===== config.mk =====
export PLATFORM = sky130hd
export DESIGN_NAME = pong_game
export DESIGN_NICKNAME = d
export VERILOG_FILES = /design/src/rtl/pong_game.sv
export SDC_FILE = /design/constraint.sdc
export NUM_CORES = 1
export LEC_CHECK = 0
export ABC_AREA = 0
export BUFFER_PORTS_ARGS = -buffer_cell sky130_fd_sc_hd__buf_2
export CAP_MARGIN = 25
export CELL_PAD_IN_SITES_DETAIL_PLACEMENT = 2
export CELL_PAD_IN_SITES_GLOBAL_PLACEMENT = 2
export CORE_MARGIN = 5
export CORE_UTILIZATION = 41
export DETAILED_ROUTE_END_ITERATION = 10
export PLACE_DENSITY_LB_ADDON = 0.05
export SKIP_CTS_REPAIR_TIMING = 1
export SYNTH_ARGS = -nofsm -noshare
export SYNTH_HDL_FRONTEND = slang
export SYNTH_SLANG_ARGS = --single-unit

===== constraint.sdc =====
create_clock -name clk -period 13.1 [get_ports clk]
set_input_delay 2.62 -clock clk [delete_from_list [all_inputs] [get_ports clk]]
set_output_delay 2.62 -clock clk [all_outputs]
set_load 0.02 [all_outputs]

===== src/rtl/pong_game.sv =====
// pong_game: two-player Pong renderer and game state, placed after the VGA
// timing generator.
//
// Game state (paddles, ball, scores, IDLE/PLAY/POINT/OVER) advances once per
// frame on a one-cycle tick at the start of vertical blanking
// (sx == 0, sy == V_ACTIVE). Pixel colour is registered from the same-cycle
// coordinates, so rgb lines up with the one-cycle-delayed sync outputs.
//
// Ports:
//   clk                      pixel clock
//   reset                    asynchronous, active-low
//   sx, sy                   pixel coordinates from the timing generator
//   hsync_in, vsync_in,de_in sync / data enable from the timing generator
//   p1_up, p1_dn, p2_up, p2_dn, serve   asynchronous buttons, active-high
//   rgb                      {R[1:0],G[1:0],B[1:0]}, registered
//   hsync, vsync, de         inputs delayed by one clk
//   score1, score2           player scores, binary
module pong_game #(
    parameter int H_ACTIVE     = 640,
    parameter int V_ACTIVE     = 480,
    parameter int PADDLE_W     = 8,
    parameter int PADDLE_H     = 48,
    parameter int BALL_SIZE    = 8,
    parameter int P1_X         = 16,
    parameter int P2_X         = 616,
    parameter int PADDLE_SPEED = 4,
    parameter int BALL_SPEED   = 2,
    parameter int SERVE_FRAMES = 60,
    parameter int WIN_SCORE    = 9
) (
    input  logic       clk,
    input  logic       reset,
    input  logic [9:0] sx,
    input  logic [9:0] sy,
    input  logic       hsync_in,
    input  logic       vsync_in,
    input  logic       de_in,
    input  logic       p1_up,
    input  logic       p1_dn,
    input  logic       p2_up,
    input  logic       p2_dn,
    input  logic       serve,
    output logic [5:0] rgb,
    output logic       hsync,
    output logic       vsync,
    output logic       de,
    output logic [3:0] score1,
    output logic [3:0] score2
);
    localparam logic [1:0] S_IDLE  = 2'd0;
    localparam logic [1:0] S_PLAY  = 2'd1;
    localparam logic [1:0] S_POINT = 2'd2;
    localparam logic [1:0] S_OVER  = 2'd3;

    localparam logic [9:0] HA    = 10'(H_ACTIVE);
    localparam logic [9:0] VA    = 10'(V_ACTIVE);
    localparam logic [9:0] PW    = 10'(PADDLE_W);
    localparam logic [9:0] PH    = 10'(PADDLE_H);
    localparam logic [9:0] BS    = 10'(BALL_SIZE);
    localparam logic [9:0] X1    = 10'(P1_X);
    localparam logic [9:0] X2    = 10'(P2_X);
    localparam logic [9:0] PSPD  = 10'(PADDLE_SPEED);
    localparam logic [9:0] BSPD  = 10'(BALL_SPEED);
    localparam logic [9:0] PYMAX = 10'(V_ACTIVE - PADDLE_H);
    localparam logic [9:0] PY0   = 10'((V_ACTIVE - PADDLE_H) / 2);
    localparam logic [9:0] BX0   = 10'((H_ACTIVE - BALL_SIZE) / 2);
    localparam logic [9:0] BY0   = 10'((V_ACTIVE - BALL_SIZE) / 2);
    localparam logic [9:0] NET_L = 10'(H_ACTIVE / 2 - 2);
    localparam logic [9:0] NET_R = 10'(H_ACTIVE / 2 + 1);
    localparam logic [3:0] WS    = 4'(WIN_SCORE);
    localparam int         CW    = $clog2(SERVE_FRAMES);
    localparam logic [CW-1:0] CNT_LAST = CW'(SERVE_FRAMES - 1);

    // Button synchronizers, bit order {serve, p2_dn, p2_up, p1_dn, p1_up}
    logic [4:0] btn_s1, btn_s2;

    always_ff @(posedge clk or negedge reset) begin
        if (!reset) begin
            btn_s1 <= '0;
            btn_s2 <= '0;
        end else begin
            btn_s1 <= {serve, p2_dn, p2_up, p1_dn, p1_up};
            btn_s2 <= btn_s1;
        end
    end

    logic tick;
    assign tick = (sx == 10'd0) && (sy == VA);

    logic [1:0]    state;
    logic [9:0]    p1y, p2y, bx, by;
    logic          dx, dy;            // dx: 1 = right, dy: 1 = down
    logic [CW-1:0] cnt;

    function automatic logic [9:0] paddle_next(input logic [9:0] y,
                                               input logic up, input logic dn);
        if (up && !dn)
            return (y < PSPD) ? 10'd0 : y - PSPD;
        else if (dn && !up)
            return (y > PYMAX - PSPD) ? PYMAX : y + PSPD;
        return y;
    endfunction

    // Vertical move first; the paddle tests below use the new row and the
    // paddle positions from before this tick's paddle move.
    logic [9:0] by_nx;
    logic       dy_nx;

    always_comb begin
        by_nx = by;
        dy_nx = dy;
        if (!dy && by < BSPD) begin
            by_nx = 10'd0;
            dy_nx = 1'b1;
        end else if (dy && (by + BS + BSPD > VA)) begin
            by_nx = VA - BS;
            dy_nx = 1'b0;
        end else if (dy) begin
            by_nx = by + BSPD;
        end else begin
            by_nx = by - BSPD;
        end
    end

    logic hit1, hit2, out_l, out_r;
    assign hit1  = !dx && (bx <= X1 + PW) && (bx + BS > X1) &&
                   (by_nx + BS > p1y) && (by_nx < p1y + PH);
    assign hit2  = dx && (bx + BS >= X2) && (bx < X2 + PW) &&
                   (by_nx + BS > p2y) && (by_nx < p2y + PH);
    assign out_l = !dx && (bx < BSPD);
    assign out_r = dx && (bx + BS + BSPD > HA);

    always_ff @(posedge clk or negedge reset) begin
        if (!reset) begin
            state  <= S_IDLE;
            p1y    <= PY0;
            p2y    <= PY0;
            bx     <= BX0;
            by     <= BY0;
            dx     <= 1'b1;
            dy     <= 1'b1;
            cnt    <= '0;
            score1 <= 4'd0;
            score2 <= 4'd0;
        end else if (tick) begin
            if (state == S_IDLE || state == S_PLAY) begin
                p1y <= paddle_next(p1y, btn_s2[0], btn_s2[1]);
                p2y <= paddle_next(p2y, btn_s2[2], btn_s2[3]);
            end
            case (state)
                S_IDLE: if (btn_s2[4]) state <= S_PLAY;
                S_PLAY: begin
                    by <= by_nx;
                    dy <= dy_nx;
                    if (hit1) begin
                        dx <= 1'b1;
                        bx <= X1 + PW;
                    end else if (hit2) begin
                        dx <= 1'b0;
                        bx <= X2 - BS;
                    end else if (out_l) begin
                        score2 <= score2 + 4'd1;
                        cnt    <= '0;
                        state  <= (score2 + 4'd1 == WS) ? S_OVER : S_POINT;
                    end else if (out_r) begin
                        score1 <= score1 + 4'd1;
                        cnt    <= '0;
                        state  <= (score1 + 4'd1 == WS) ? S_OVER : S_POINT;
                    end else begin
                        bx <= dx ? bx + BSPD : bx - BSPD;
                    end
                end
                S_POINT: begin
                    if (cnt == CNT_LAST) begin
                        // dx still holds the exit direction; the re-serve
                        // heads back toward the side that won the point.
                        state <= S_IDLE;
                        bx    <= BX0;
                        by    <= BY0;
                        dx    <= ~dx;
                        dy    <= 1'b1;
                    end else begin
                        cnt <= cnt + 1'b1;
                    end
                end
                default: begin // S_OVER
                    if (btn_s2[4]) begin
                        state  <= S_IDLE;
                        score1 <= 4'd0;
                        score2 <= 4'd0;
                        bx     <= BX0;
                        by     <= BY0;
                        dx     <= 1'b1;
                        dy     <= 1'b1;
                    end
                end
            endcase
        end
    end

    // Render
    logic ball_on, pad1_on, pad2_on, net_on;
    logic [5:0] pix;

    assign ball_on = (state == S_IDLE || state == S_PLAY) &&
                     (sx >= bx) && (sx < bx + BS) && (sy >= by) && (sy < by + BS);
    assign pad1_on = (sx >= X1) && (sx < X1 + PW) && (sy >= p1y) && (sy < p1y + PH);
    assign pad2_on = (sx >= X2) && (sx < X2 + PW) && (sy >= p2y) && (sy < p2y + PH);
    assign net_on  = (sx >= NET_L) && (sx <= NET_R) && !sy[3];

    always_comb begin
        pix = 6'b000000;
        if (!de_in)       pix = 6'b000000;
        else if (ball_on) pix = 6'b111111;
        else if (pad1_on) pix = 6'b001100;
        else if (pad2_on) pix = 6'b000011;
        else if (net_on)  pix = 6'b010101;
        else if (state == S_OVER) pix = 6'b010000;
    end

    always_ff @(posedge clk or negedge reset) begin
        if (!reset) begin
            rgb   <= 6'b000000;
            hsync <= 1'b1;
            vsync <= 1'b1;
            de    <= 1'b0;
        end else begin
            rgb   <= pix;
            hsync <= hsync_in;
            vsync <= vsync_in;
            de    <= de_in;
        end
    end
endmodule


==> impl_metrics.yaml <==
sta:
  slew_viol_final: 0
  rsz0062_at_grt: "false"
  finClkSkew_ns: 0.00817
  hold_viol_final: 0
  max_freq_mhz: 148
  hold_ws_ns: 0.350
  final-setup-viol-count: 0
  tns_ns: 0
  tightest_slew_ns: 0.981
  period_minus_slack_ns: 6.74
  max_slew_margin_pct: 34.5
  fin_crit_sh_pct: 51.5
logic_synthesis:
  netlist_instances: 925
  synth_top_cells_by_count: "123 x ha_1, 70 x o21ai_0, 68 x a21oi_1, 62 x nand2_1, 59 x inv_1"
  yosys.area.top_type: "ha_1"
  synthArstFlopShare_pct: 100
  synth-simple-area-share_pct: 21.1
  synthAdderAreaFrac_pct: 20.2
  synth_top_family_by_area: "compound AO/OA/AOI/OAI gates"
  yosysWarnings: 0
  synth.most_common_cell: "ha_1"
  synth_compound_area_share_pct: 24.1
  synth_xor_area_share_pct: 4.35
  synth.area.mux_share_pct: 0.981
  ys_top_cells_by_area: "ha_1 20%, dfrtp_1 16%, dfstp_2 7.6%"
  synth.distinct_cells: 81
  synth_enable_flop_cells: 0
  synth_seq_cells: 72
  synthesis.nets: 1078
  ys.flop_type: "dfrtp_1"
  ys_seq_area_share_pct: 23.9
  synth_top_cell_area_share_pct: 20.1
  syn_area_mm2: 0.00766
  syn_area_per_cell_um2: 8.28
routing:
  vias: 7404
  drc: 0
  wl_per_cell_um: 23.6
  detail-route-antenna-nets: 0
  vias_per_cell: 6.24
  dr.pass1.iters: 4
  detail_route.iter0.violations: 314
  routed_wirelength_um: 28000
global_route:
  grt_usage_pct: 26.1
  antenna_found_initial: 0
  grt_pass1_vias: 8247
  grt_max_degree: 73
  overflow: 0
  grt_first_pass_wirelength_um: 45500
finish:
  layout.cells.non_filler: 1186
  layout.nets: 1100
  drive_gt1_share_pct: 12.1
  syn2layout_area_growth_pct: 9.41
  multiInputGateArea_mm2: 0.00542
  diodes: 0
  fillers: 2109
  finish.utilization_pct: 45.2
  seqCellArea_mm2: 0.00183
place:
  hpwl_um: 21800
  place_inst: 1167
  gp_congestion: 0.895
  io_buffers: 46
cts:
  clk_pin_slew_ns: 0.07
  tritoncts: "yes"
  clock_latency_ns: 0.35
  clock-root-buffer: "clkbuf_16"
  cts_buffer_depth: 2
  cts.sinks: 72
  htree_levels: 3
  cts_inserted_buffers: 9
setup_path:
  cp.required_ns: 13.34
  crit_top_cell: "ha_1"
  critPathMaxFanout: 18
  critPathLaunchType: "flop"
  worstPathArrival_ns: 6.98
  slowest_delay_ns: 0.75
  critPathCaptureType: "flop"
  crit_family: "compound AO/OA/AOI/OAI gates"
  worstPathCellList: "ha_1, or4_1, a32o_1, or4b_4, a31oi_1, inv_1, a21oi_1, ha_1, nand3_1, xor2_1, a21oi_1, ha_1, and4_1, nand2_1, o211ai_1, nand4_1, a41oi_2, a211oi_2, nand2b_1, mux2_2"
  cpMaxStageDelayCell: "a41oi_2"
  path_buf_inv: 1
  critPathKind: "flop to flop"
die:
  dieArea_mm2: 0.0215
  initial_utilization_pct: 41.3
  die_w_um: 147
  die_y_um: 147
  rows: 50
  num_io_pins: 47
  core_area_mm2: 0.0185
power_and_ir_drop:
  peakVddDrop_mv: 0.0608
  power_density_mw_per_mm2: 63.1
  p_leak_nw: 3.76
job:
  max_cap_violations: 0
run_status:
  status: "complete, no violations"
hold_path:
  holdCritPathClass: "flop to flop"
state kept, by name (all words and copies together) (netlist names):
register  flops
p2y           8
bx            9
state         2
dx            1
score1        4
btn_s2        5
dy            1
cnt           6
hsync         1
vsync         1
score2        4
btn_s1        5
p1y           8
rgb           6
de            1
by           10
worst register-to-register path, stage by stage (launching register included):
cell	delay (ns)
dfrtp_1	0.55
ha_1	0.38
or4_1	0.57
a32o_1	0.29
or4b_4	0.53
a31oi_1	0.52
inv_1	0.18
a21oi_1	0.34
ha_1	0.28
nand3_1	0.10
xor2_1	0.18
a21oi_1	0.12
ha_1	0.33
and4_1	0.25
nand2_1	0.08
o211ai_1	0.20
nand4_1	0.16
a41oi_2	0.75
a211oi_2	0.27
nand2b_1	0.21
mux2_2	0.35
layout by cell type (no fill, tap or decap), types with 8 or more instances in the layout:
cell type  count
nor4_1        15
nor3_1        24
nand4_1       19
dfstp_2       22
o22ai_1       12
o211ai_1      10
clkbuf_16      9
nand2_1       62
a21oi_1       68
o31ai_1        8
nor2b_1       15
o21ai_0       70
nand3_1       28
a21o_1        12
inv_1         59
xor2_1         8
buf_2         45
nor2_1        50
ha_1         123
dfrtp_1       50
or3_1         11
nand2b_1      16
a31oi_1       11
xnor2_1       30
o21a_1        15
area by class of cell:
type	count	area share [%]
multi-input combinational	750	64.7
sequential	72	21.8
timing repair buffer	52	3.53
tap	234	3.50
inverter	62	2.78
clock buffer	9	2.69
clock inverter	7	0.941
path summary, 6_finish.rpt:
path,endpoint,cells after the start,slack (ns),start
setup / recovery,score1[0],20,6.36,by[4]
hold / removal,btn_s2[0],0,0.35,btn_s1[0]
setup reg to reg,score1[0],20,6.36,by[4]
hold reg to reg,btn_s2[0],0,0.35,btn_s1[0]
max in group asynchronous,by[3],2,10.45,reset
min in group asynchronous,vsync,1,2.23,reset
power by group:
| group | switching (W) | total (W) | internal [W] |
|---|---|---|---|
| combinational | 0.0000281 | 0.0000440 | 0.0000158 |
| sequential | 0.000000693 | 0.000226 | 0.000225 |
| clock | 0.000109 | 0.000259 | 0.000150 |
stage by stage:
| step | instance area [um^2] | setup slack [ns] | total power (W) |
|---|---|---|---|
| 2_1_floorplan | 7660 | 7.51 | 0.000249 |
| 3_3_place_gp | 8030 | 6.76 | 0.000270 |
| 3_5_place_dp | 8030 | 6.45 | 0.000273 |
| 4_1_cts | 8340 | 6.41 | 0.000531 |
| 5_1_grt | 8380 | 5.92 | 0.000550 |
| 6_report | 8380 | 6.36 | 0.000528 |
layer usage:
metal | vias up | global-route usage (%) | part of all wire (%)
li1 | 3476 | - | -
met5 | - | 0 | 0
met2 | 94 | 46.5 | 50
met4 | 0 | 7.29 | 2.2
met3 | 35 | 3.38 | 2.3
met1 | 3799 | 33.1 | 46
cells by family (layout without fill, tap and decap cells):
logic type               count (synthesis)  after routing
flip-flops                              72             72
AO/OA/AOI/OAI                          283            283
adder cells (fa/ha/maj)                124            124
multiplexers                             7              7
AND/OR/NAND/NOR                        298            298
XOR/XNOR                                38             38
buffers and inverters                  103            130
(Power assumes the default switching activity.)
